--- src/rtl/epb_master.sv ---
// ---------------------------------------------------------------------------
// epb_master
//
// EPB initiator. Turns a single-outstanding request/response interface into
// one EPB bus cycle per request: address phase (SETUP), chip-select phase
// waiting for the target's ready (STROBE), address/data hold (HOLD), and a
// one-cycle completion pulse (RESP). Every output comes straight from a flop.
//
// Parameters
//   SETUP_CYCLES   cycles the address/data are driven before cs_n falls (>= 1)
//   HOLD_CYCLES    cycles the address/data stay driven after cs_n rises (>= 1)
//   TIMEOUT_CYCLES maximum cycles cs_n stays low waiting for epb_rdy (>= 1)
//
// Optional build macro
//   EPB_MASTER_RDY_SYNC_EN  when defined, epb_rdy goes through a two-flop
//                           synchronizer before the state machine sees it;
//                           otherwise epb_rdy is sampled directly.
//
// Ports
//   clk, rst          clock, asynchronous active-high reset
//   req_valid/ready   request handshake
//   req_rnw           1 = read, 0 = write
//   req_addr[22:0]    word address
//   req_addr_gp[5:0]  general-purpose address bits
//   req_be[1:0]       byte enables, active high
//   req_wdata[15:0]   write data
//   rsp_valid         one-cycle completion pulse
//   rsp_err           completion was a timeout (valid with rsp_valid)
//   rsp_rdata[15:0]   read data (valid with rsp_valid)
//   epb_cs_n, epb_oe_n, epb_r_w_n, epb_be_n[1:0]   bus strobes (active low)
//   epb_addr[22:0], epb_addr_gp[5:0]               bus address
//   epb_data_out[15:0], epb_data_oe_n              write data and pad enable
//   epb_data_in[15:0], epb_rdy                     read data and target ready
// ---------------------------------------------------------------------------
module epb_master #(
  parameter int SETUP_CYCLES   = 1,
  parameter int HOLD_CYCLES    = 1,
  parameter int TIMEOUT_CYCLES = 255
) (
  input  logic        clk,
  input  logic        rst,
  input  logic        req_valid,
  output logic        req_ready,
  input  logic        req_rnw,
  input  logic [22:0] req_addr,
  input  logic [5:0]  req_addr_gp,
  input  logic [1:0]  req_be,
  input  logic [15:0] req_wdata,
  output logic        rsp_valid,
  output logic        rsp_err,
  output logic [15:0] rsp_rdata,
  output logic        epb_cs_n,
  output logic        epb_oe_n,
  output logic        epb_r_w_n,
  output logic [1:0]  epb_be_n,
  output logic [22:0] epb_addr,
  output logic [5:0]  epb_addr_gp,
  output logic [15:0] epb_data_out,
  output logic        epb_data_oe_n,
  input  logic [15:0] epb_data_in,
  input  logic        epb_rdy
);

  localparam int MAX_SH     = (SETUP_CYCLES > HOLD_CYCLES) ? SETUP_CYCLES : HOLD_CYCLES;
  localparam int MAX_CYCLES = (MAX_SH > TIMEOUT_CYCLES) ? MAX_SH : TIMEOUT_CYCLES;
  localparam int CNT_W      = $clog2(MAX_CYCLES + 1);

  localparam logic [CNT_W-1:0] SETUP_LAST   = CNT_W'(SETUP_CYCLES - 1);
  localparam logic [CNT_W-1:0] HOLD_LAST    = CNT_W'(HOLD_CYCLES - 1);
  localparam logic [CNT_W-1:0] TIMEOUT_LAST = CNT_W'(TIMEOUT_CYCLES - 1);

  typedef enum logic [2:0] {IDLE, SETUP, STROBE, HOLD, RESP} state_t;

  state_t            r_state;
  state_t            w_nextState;
  logic [CNT_W-1:0]  r_cnt;
  logic              r_rnw;
  logic              r_err;
  logic              w_rnw;
  logic              w_err;
  logic              w_rdy;
  logic              w_accept;

  logic              r_reqReady,  w_reqReady;
  logic              r_rspValid,  w_rspValid;
  logic              r_rspErr,    w_rspErr;
  logic [15:0]       r_rspRdata,  w_rspRdata;
  logic              r_csN,       w_csN;
  logic              r_oeN,       w_oeN;
  logic              r_rwN,       w_rwN;
  logic [1:0]        r_beN,       w_beN;
  logic [22:0]       r_addr,      w_addr;
  logic [5:0]        r_addrGp,    w_addrGp;
  logic [15:0]       r_dataOut,   w_dataOut;
  logic              r_dataOeN,   w_dataOeN;

`ifdef EPB_MASTER_RDY_SYNC_EN
  logic r_rdyMeta;
  logic r_rdySync;

  // Two-flop synchronizer for a ready that comes from another clock domain.
  // The state machine only ever looks at the second stage, so the response
  // to a rising ready and the timeout both run on synchronized cycles.
  always_ff @(posedge clk or posedge rst) begin
    if (rst) begin
      r_rdyMeta <= 1'b0;
      r_rdySync <= 1'b0;
    end else begin
      r_rdyMeta <= epb_rdy;
      r_rdySync <= r_rdyMeta;
    end
  end

  assign w_rdy = r_rdySync;
`else
  assign w_rdy = epb_rdy;
`endif

  assign w_accept = (r_state == IDLE) && req_valid && r_reqReady;

  // State register. It also holds the per-state cycle counter (cleared on
  // every state change) and the registered copies of every output, which are
  // loaded from the next-value terms worked out by the output logic below.
  always_ff @(posedge clk or posedge rst) begin
    if (rst) begin
      r_state    <= IDLE;
      r_cnt      <= '0;
      r_rnw      <= 1'b1;
      r_err      <= 1'b0;
      r_reqReady <= 1'b0;
      r_rspValid <= 1'b0;
      r_rspErr   <= 1'b0;
      r_rspRdata <= '0;
      r_csN      <= 1'b1;
      r_oeN      <= 1'b1;
      r_rwN      <= 1'b1;
      r_beN      <= 2'b11;
      r_addr     <= '0;
      r_addrGp   <= '0;
      r_dataOut  <= '0;
      r_dataOeN  <= 1'b1;
    end else begin
      r_state    <= w_nextState;
      r_cnt      <= (w_nextState != r_state) ? '0 : r_cnt + CNT_W'(1);
      r_rnw      <= w_rnw;
      r_err      <= w_err;
      r_reqReady <= w_reqReady;
      r_rspValid <= w_rspValid;
      r_rspErr   <= w_rspErr;
      r_rspRdata <= w_rspRdata;
      r_csN      <= w_csN;
      r_oeN      <= w_oeN;
      r_rwN      <= w_rwN;
      r_beN      <= w_beN;
      r_addr     <= w_addr;
      r_addrGp   <= w_addrGp;
      r_dataOut  <= w_dataOut;
      r_dataOeN  <= w_dataOeN;
    end
  end

  // Next-state logic. SETUP and HOLD simply count out their cycles. STROBE
  // leaves on ready or when the counter shows the last allowed cycle; if both
  // happen together the cycle still leaves normally and ready decides the
  // outcome (see the output logic).
  always_comb begin
    w_nextState = r_state;
    unique case (r_state)
      IDLE:    if (w_accept) w_nextState = SETUP;
      SETUP:   if (r_cnt == SETUP_LAST) w_nextState = STROBE;
      STROBE:  if (w_rdy || (r_cnt == TIMEOUT_LAST)) w_nextState = HOLD;
      HOLD:    if (r_cnt == HOLD_LAST) w_nextState = RESP;
      RESP:    w_nextState = IDLE;
      default: w_nextState = IDLE;
    endcase
  end

  // Output logic: next values for the registered outputs. Everything holds
  // its value except on the transitions that change the bus. Because these
  // are loaded on the same edge as the state change, the bus pins line up
  // exactly with the state the machine is entering. Ready and the response
  // pulse are pure functions of the state being entered.
  always_comb begin
    w_rnw      = r_rnw;
    w_err      = r_err;
    w_reqReady = (w_nextState == IDLE);
    w_rspValid = (w_nextState == RESP);
    w_rspErr   = (w_nextState == RESP) ? r_err : 1'b0;
    w_rspRdata = r_rspRdata;
    w_csN      = r_csN;
    w_oeN      = r_oeN;
    w_rwN      = r_rwN;
    w_beN      = r_beN;
    w_addr     = r_addr;
    w_addrGp   = r_addrGp;
    w_dataOut  = r_dataOut;
    w_dataOeN  = r_dataOeN;
    unique case (r_state)
      IDLE: begin
        if (w_accept) begin
          w_rnw     = req_rnw;
          w_err     = 1'b0;
          w_addr    = req_addr;
          w_addrGp  = req_addr_gp;
          w_rwN     = req_rnw;
          w_beN     = ~req_be;
          w_dataOeN = req_rnw;
          if (!req_rnw) w_dataOut = req_wdata;
        end
      end
      SETUP: begin
        if (w_nextState == STROBE) begin
          w_csN = 1'b0;
          w_oeN = ~r_rnw;
        end
      end
      STROBE: begin
        if (w_nextState == HOLD) begin
          w_csN      = 1'b1;
          w_oeN      = 1'b1;
          w_err      = ~w_rdy;
          w_rspRdata = (w_rdy && r_rnw) ? epb_data_in : 16'h0000;
        end
      end
      HOLD: begin
        if (w_nextState == RESP) begin
          w_dataOeN = 1'b1;
          w_beN     = 2'b11;
          w_rwN     = 1'b1;
        end
      end
      RESP: begin
      end
      default: begin
      end
    endcase
  end

  assign req_ready     = r_reqReady;
  assign rsp_valid     = r_rspValid;
  assign rsp_err       = r_rspErr;
  assign rsp_rdata     = r_rspRdata;
  assign epb_cs_n      = r_csN;
  assign epb_oe_n      = r_oeN;
  assign epb_r_w_n     = r_rwN;
  assign epb_be_n      = r_beN;
  assign epb_addr      = r_addr;
  assign epb_addr_gp   = r_addrGp;
  assign epb_data_out  = r_dataOut;
  assign epb_data_oe_n = r_dataOeN;

endmodule
--- config.mk ---
export PLATFORM = sky130hd
export DESIGN_NAME = epb_master
export DESIGN_NICKNAME = d
export VERILOG_FILES = /design/src/rtl/epb_master.sv
export SDC_FILE = /design/constraint.sdc
export NUM_CORES = 1
export LEC_CHECK = 0
export CAP_MARGIN = 25
export CORE_MARGIN = 2
export CORE_UTILIZATION = 43
export DETAILED_ROUTE_END_ITERATION = 10
export GPL_TIMING_DRIVEN = 0
export HOLD_SLACK_MARGIN = 0.12
export PLACE_DENSITY = 0.8
export SYNTH_ARGS = -nofsm -noshare
export SYNTH_HDL_FRONTEND = slang
export SYNTH_SLANG_ARGS = --single-unit
--- constraint.sdc ---
create_clock -name clk -period 4.1 [get_ports clk]
set_clock_uncertainty 0.05 [all_clocks]
set_input_delay 1.23 -clock clk [delete_from_list [all_inputs] [get_ports clk]]
set_output_delay 1.23 -clock clk [all_outputs]
set_load 0.01 [all_outputs]
==> results by group, run 1 <==
Status
  – Status: finished clean

Floorplanning
  – Standard-cell rows: 32
  – Die area: 0.008548 sq mm
  – Starting Density: 0.4400
  – Die Span X: 92.46 microns
  – Core box area: 0.007647 sq mm
  – Die Y: 92.46 microns
  – I/O pin cnt: 138

STA
  – Final Setup Violations: 0
  – Hold Slack: 0.4271 ns
  – Final min period: 2.810 ns
  – Hold Vio Cnt, Final: 0
  – Worst slew pin tran: 0.5723 ns
  – Period utilization: 0.6855
  – RSZ-0062 raised after global routing: no
  – Max-slew headroom: 0.6168
  – Fin. max-slew vios: 0
  – Fmax: 355.8 MHz

Yosys
  – Synthesized instance count: 253
  – Syn nets: 324
  – Register area share after synthesis: 0.6121
  – Cell variety after synth: 37
  – #FFs+latches synth: 82
  – EDFF count, synth: 0
  – Most used DFF post-synth: dfrtp_1
  – Avg Cell Area, Syn: 13.30 sq um
  – Share of synthesized registers carrying an async set or reset: 1.000
  – Syn. warnings: 0
  – Post-Syn Area: 0.003364 sq mm

Critical path
  – Reg2reg path depth: 5
  – Reg-to-reg setup timing slack: 2.24 ns
  – Worst setup EP type: output pin
  – Crit path DAT: 1.53 ns
  – CP startpoint: epb_r_w_n
  – Path type of the worst setup path: flop to output pin
  – Crit path max fanout: 3
  – Reg2reg end: rsp_rdata[5]
  – Required @ worst endpoint: 2.82 ns
  – Worst Setup Start Kind: flop
  – Worst r2r src: r_state[2]

Min path
  – Hold Path End: rsp_err
  – Hold path depth: 1
  – Worst hold path class: flop to flop
  – HP Start: r_err

CTS
  – Post-CTS Setup Inserts: 0
  – Hold bufs inserted after CTS: 0
  – TritonCTS clock tree: done
  – CTS Root Cell: clkbuf_8
  – CTS clk-pin slew, worst paths: 0.09 ns
  – Post-cts gate resize count: 0
  – CTS Buffer Depth: 2
  – Clk_lat worst skew: 0.35 ns
  – H-Tree Level Count: 3
  – Clock sinks: 82
  – CTS Buf Count: 9

GRT
  – GRT Residual Overflow: 0
  – Global Route Usage Sum: 0.1947
  – Global-route wire length before repair: 12810 microns
  – Vias in the first global route: 2555
  – Initial antenna violation count: 0
  – Pin count of the biggest net entering global routing: 56

Finish
  – Antenna cells: 0
  – Most frequent cells in the layout: clkdlybuf4s50_1 (136), dfrtp_1 (76), mux2_2 (37)
  – Most common cell after layout, fill and taps aside: clkdlybuf4s50_1
  – Fillers: 565
  – Layout cells sized above 1: 0.2020
  – Area Overhead vs Synth: 50.99%
  – Post-Layout Cell Count: 508
  – Final net count: 472

Route
  – DR top layer: met4
  – Via/cell ratio: 5.002
  – DR vias: 2541
  – Final ANT Viol Nets: 0
  – DR WL/cell: 15.79 microns
  – Met2 Routed Length: 4004 microns
  – # DRC: 0
  – Post-Route M1 WL: 3244 microns
  – Wire length on met3: 619 microns
  – DRT Pass-1 Iters: 4
  – Routed WL: 8019 microns
  – Initial DRC count: 73

Pwr
  – Pwr dens: 685.2 mW/mm^2
  – Post-layout total power: 3.481 mW
  – Leak Pwr: 2.180 nW
  – Peak supply drop: 0.2490 mV

Placement
  – Placed insts: 492
  – Placer Congestion: 0.7862
  – Post-DP HPWL: 6115 microns
  – I/O Buffers: 136

Job
  – Max Cap Viol: 0
## synthesized netlist by cell type (2+ instances only)
master	n	area [sq um]
xor2_1	6	52.55
mux2_2	37	416.7
ha_1	3	37.54
buf_2	4	20.02
dfrtp_1	76	1902
nand2_1	3	11.26
dfstp_2	6	157.7
nand3_1	6	30.03
nand4_1	18	112.6
clkbuf_1	4	15.01
nor3_1	7	35.03
nor2_1	6	22.52
buf_4	4	30.03
nor3b_1	2	15.01
buf_6	2	22.52
inv_1	19	71.32
mux2_4	9	135.1
o21ai_0	17	85.08
o21a_1	4	30.03
and4_1	3	26.28
## metal layers
layer	global-route usage	vias up
met1	0.2466	1259
met3	0.06265	13
li1	-	1184
met2	0.3145	85
met5	0	-
met4	0.06965	0
## critical path: stages (launching register included)
cell and delay, ns:
dfstp_2 0.56, buf_4 0.10, clkdlybuf4s50_1 0.51
## cell type report
cell class	instances	area (sq um)	share of cell area
flip-flops and latches	82	2059	0.4054
repair buffers	137	1389	0.2734
multi-input cells	137	1142	0.2249
clock buffers	12	145.1	0.02857
well taps	102	127.6	0.02512
plain buffers	15	91.34	0.01798
inverters	19	73.82	0.01453
clock inverters	4	51.30	0.01010
## power breakdown
group | switching, mW | internal, mW | leakage (nW)
Clock | 0.278 | 0.299 | 0.0966
Combinational | 0.622 | 0.924 | 1.07
Sequential | 0.199 | 1.16 | 1.02
## metrics by stage
step	TNS [ns]	worst slack (ns)	area (sq um)	util
after floorplan	0	0.7215	3364	-
after global placement	-39.48	-0.5223	4853	0.6347
after detailed placement	0	1.206	4883	0.6386
after CTS	0	1.273	5080	0.6643
after global routing	0	1.236	5080	0.6643
final	0	1.290	5080	0.6643
## flip-flops by register name (all words and copies together), names as in the netlist
| signal | count |
|---|---|
| epb_be_n | 2 |
| r_err | 1 |
| epb_addr_gp | 6 |
| rsp_rdata | 16 |
| rsp_err | 1 |
| epb_data_out | 16 |
| r_state | 3 |
| epb_addr | 23 |
| epb_cs_n | 1 |
| rsp_valid | 1 |
| epb_r_w_n | 1 |
| r_rnw | 1 |
| req_ready | 1 |
| epb_oe_n | 1 |
| r_cnt | 8 |
## worst max-delay path by stage
| stage | endpoint | slack [ns] | cells past startpoint |
|---|---|---|---|
| 2_1_floorplan | epb_addr[0] | 0.72 | 1 |
| 3_3_place_gp | epb_addr_gp[2] | -0.52 | 2 |
| 3_5_place_dp | epb_data_out[7] | 1.21 | 7 |
| 4_1_cts | epb_r_w_n | 1.27 | 2 |
| 5_1_grt | epb_r_w_n | 1.24 | 2 |
| 6_report | epb_r_w_n | 1.29 | 2 |
## logic make-up after synthesis
logic type,after synthesis,synth area share
AO/OA/AOI/OAI,26,0.04611
flip-flops,82,0.6121
AND/OR/NAND/NOR,55,0.1000
XOR/XNOR,7,0.01822
multiplexers,46,0.1640
buffers and inverters,34,0.04834
adder cells (fa/ha/maj),3,0.01116
Note: power is estimated with default switching activity, not from simulation.
==> run 2: changes to the inputs <==
- clock period: 4.1 -> 2.9 ns (I/O delays scaled with it)
==> results by group, run 2 (same netlist as run 1, synthesis figures left out) <==
Placement
  – Placer Congestion: 0.8046 (+2.3%)
  – Dpl ws: 0.3752 ns (-0.8310 ns)
  – Placed insts: 493 (+0.20%)
  – I/O Buffers: 136 (unchanged)
  – Post-DP HPWL: 6277 microns (+2.7%)

Finish
  – Area of the multi-input gates: 0.001142 sq mm (unchanged)
  – Most frequent cells in the layout: clkdlybuf4s50_1 (136), dfrtp_1 (76), mux2_2 (37)
  – Layout cells sized above 1: 0.2088 (+0.006875)
  – Antenna cells: 0 (unchanged)
  – FF+latch area: 0.002059 sq mm (unchanged)
  – Max FFs per register: 23 (unchanged)
  – Post-Layout Cell Count: 509 (+0.20%)
  – Most common cell after layout, fill and taps aside: clkdlybuf4s50_1
  – Final core utilization: 0.6702 (+0.005890)
  – Area Overhead vs Synth: 52.32%
  – Final net count: 473 (+0.21%)
  – Fillers: 562 (-0.53%)

GRT
  – Vias in the first global route: 2568 (+0.51%)
  – Global-route wire length before repair: 13300 microns (+3.8%)
  – Initial antenna violation count: 0 (unchanged)
  – GRT Residual Overflow: 0 (unchanged)
  – Global Route Usage Sum: 0.2024 (+0.007664)
  – Pin count of the biggest net entering global routing: 35 (-38%)

Route
  – DR vias: 2512 (-1.1%)
  – DR WL/cell: 16.28 microns (+3.2%)
  – Initial DRC count: 98 (+34%)
  – Via/cell ratio: 4.935 (-1.3%)
  – # DRC: 0 (unchanged)
  – Routed WL: 8288 microns (+3.4%)
  – DRT Pass-1 Iters: 4 (unchanged)
  – Final ANT Viol Nets: 0 (unchanged)

Floorplanning
  – Core box area: 0.007647 sq mm (unchanged)
  – I/O pin cnt: 138 (unchanged)
  – Die Y: 92.46 microns (unchanged)
  – Die Span X: 92.46 microns (unchanged)
  – Standard-cell rows: 32 (unchanged)
  – Die area: 0.008548 sq mm (unchanged)
  – Starting Density: 0.4400 (unchanged)

Min path
  – Hold path depth: 1 (unchanged)
  – Worst hold path class: flop to flop
  – Hold Path End: epb_addr[20]
  – HP Start: epb_addr[20]

Job
  – Max Cap Viol: 0 (unchanged)

Pwr
  – Pwr dens: 982.8 mW/mm^2 (+43%)
  – Leak Pwr: 2.198 nW (+0.81%)
  – Peak supply drop: 0.3303 mV (+33%)

CTS
  – CTS Buffer Depth: 2 (unchanged)
  – Clk_lat worst skew: 0.35 ns (about the same)
  – H-Tree Level Count: 3 (unchanged)
  – Hold bufs inserted after CTS: 0 (unchanged)
  – TritonCTS clock tree: done
  – Post-CTS Setup Inserts: 0 (unchanged)
  – CTS Buf Count: 9 (unchanged)
  – CTS clk-pin slew, worst paths: 0.08 ns (about the same)
  – CTS Root Cell: clkbuf_8
  – Clock sinks: 82 (unchanged)
  – Post-cts gate resize count: 0 (unchanged)

Critical path
  – Reg2reg end: rsp_rdata[4]
  – Path type of the worst setup path: flop to output pin
  – Worst r2r src: r_state[2]
  – Crit path DAT: 1.53 ns (about the same)
  – Crit path max fanout: 3 (unchanged)
  – Worst Setup Start Kind: flop
  – Worst setup EP type: output pin
  – Reg2reg path depth: 5 (unchanged)
  – Required @ worst endpoint: 1.98 ns (-0.84 ns)
  – Reg-to-reg setup timing slack: 0.99 ns (-1.25 ns)

STA
  – Hold Vio Cnt, Final: 0 (unchanged)
  – Hold Slack: 0.4594 ns (+0.03235 ns)
  – Worst slew pin tran: 0.6435 ns (+0.07121 ns)
  – Fmax: 407.4 MHz
  – Fin. max-slew vios: 0 (unchanged)
  – RSZ-0062 raised after global routing: no
  – Period utilization: 0.8465
  – Max-slew headroom: 0.5691 (-0.04768)
  – Final WS setup: 0.4452 ns (-0.8444 ns)
  – Sum Neg Setup Slack: 0 ns (unchanged)
  – Final min period: 2.455 ns
  – Final Setup Violations: 0 (unchanged)

Status
  – Status: finished clean
## run 2: cell count changes in the layout (fill, tap and decap cells not counted), sizes merged
cell      before  now
bufinv         1    2
inv           19   18
buf           12   13
clkbuf        16   14
clkinvlp       1    2
clkinv         2    3
## run 2: per-layer routing
layer,track usage,vias up,wire length (microns)
met5,0,-,0
met4,0.06343,0,104
met3,0.06672,8,632
met2,0.3437,78,4275
met1,0.2443,1241,3276
li1,-,1185,-
## run 2: how the worst max path moves through the flow
stage,start,end,slack [ns],cells past startpoint
after global placement,rst,rsp_rdata[7],0.15,2
final,epb_r_w_n,epb_r_w_n,0.45,2
after global routing,epb_r_w_n,epb_r_w_n,0.39,2
after floorplan,req_valid,epb_data_out[0],0.92,6
after detailed placement,req_valid,epb_data_out[6],0.38,7
after CTS,epb_r_w_n,epb_r_w_n,0.44,2
## run 2: critical path: stages, from the launching register on
cell and delay [ns]:
dfstp_2 0.56, buf_4 0.11, clkdlybuf4s50_1 0.52
## run 2: per-stage QoR
| stage | area [sq um] | power, mW |
|---|---|---|
| after floorplan | 3368 | 2.954 |
| after global placement | 4857 | 4.068 |
| after detailed placement | 4897 | 4.164 |
| after CTS | 5125 | 5.086 |
| after global routing | 5125 | 5.341 |
| final | 5125 | 5.037 |
## run 2: where the power goes
group	internal, mW	switching [mW]
sequential	1.64	0.286
clock	0.510	0.410
combinational	1.31	0.885
total	3.46	1.58
## run 2: final cells by class
type | count | area share
sequential | 82 | 0.4019
timing repair buffer | 138 | 0.2734
multi-input combinational | 137 | 0.2229
clock buffer | 10 | 0.02686
tap | 102 | 0.02490
buffer | 15 | 0.01782
clock inverter | 6 | 0.01758
inverter | 19 | 0.01465
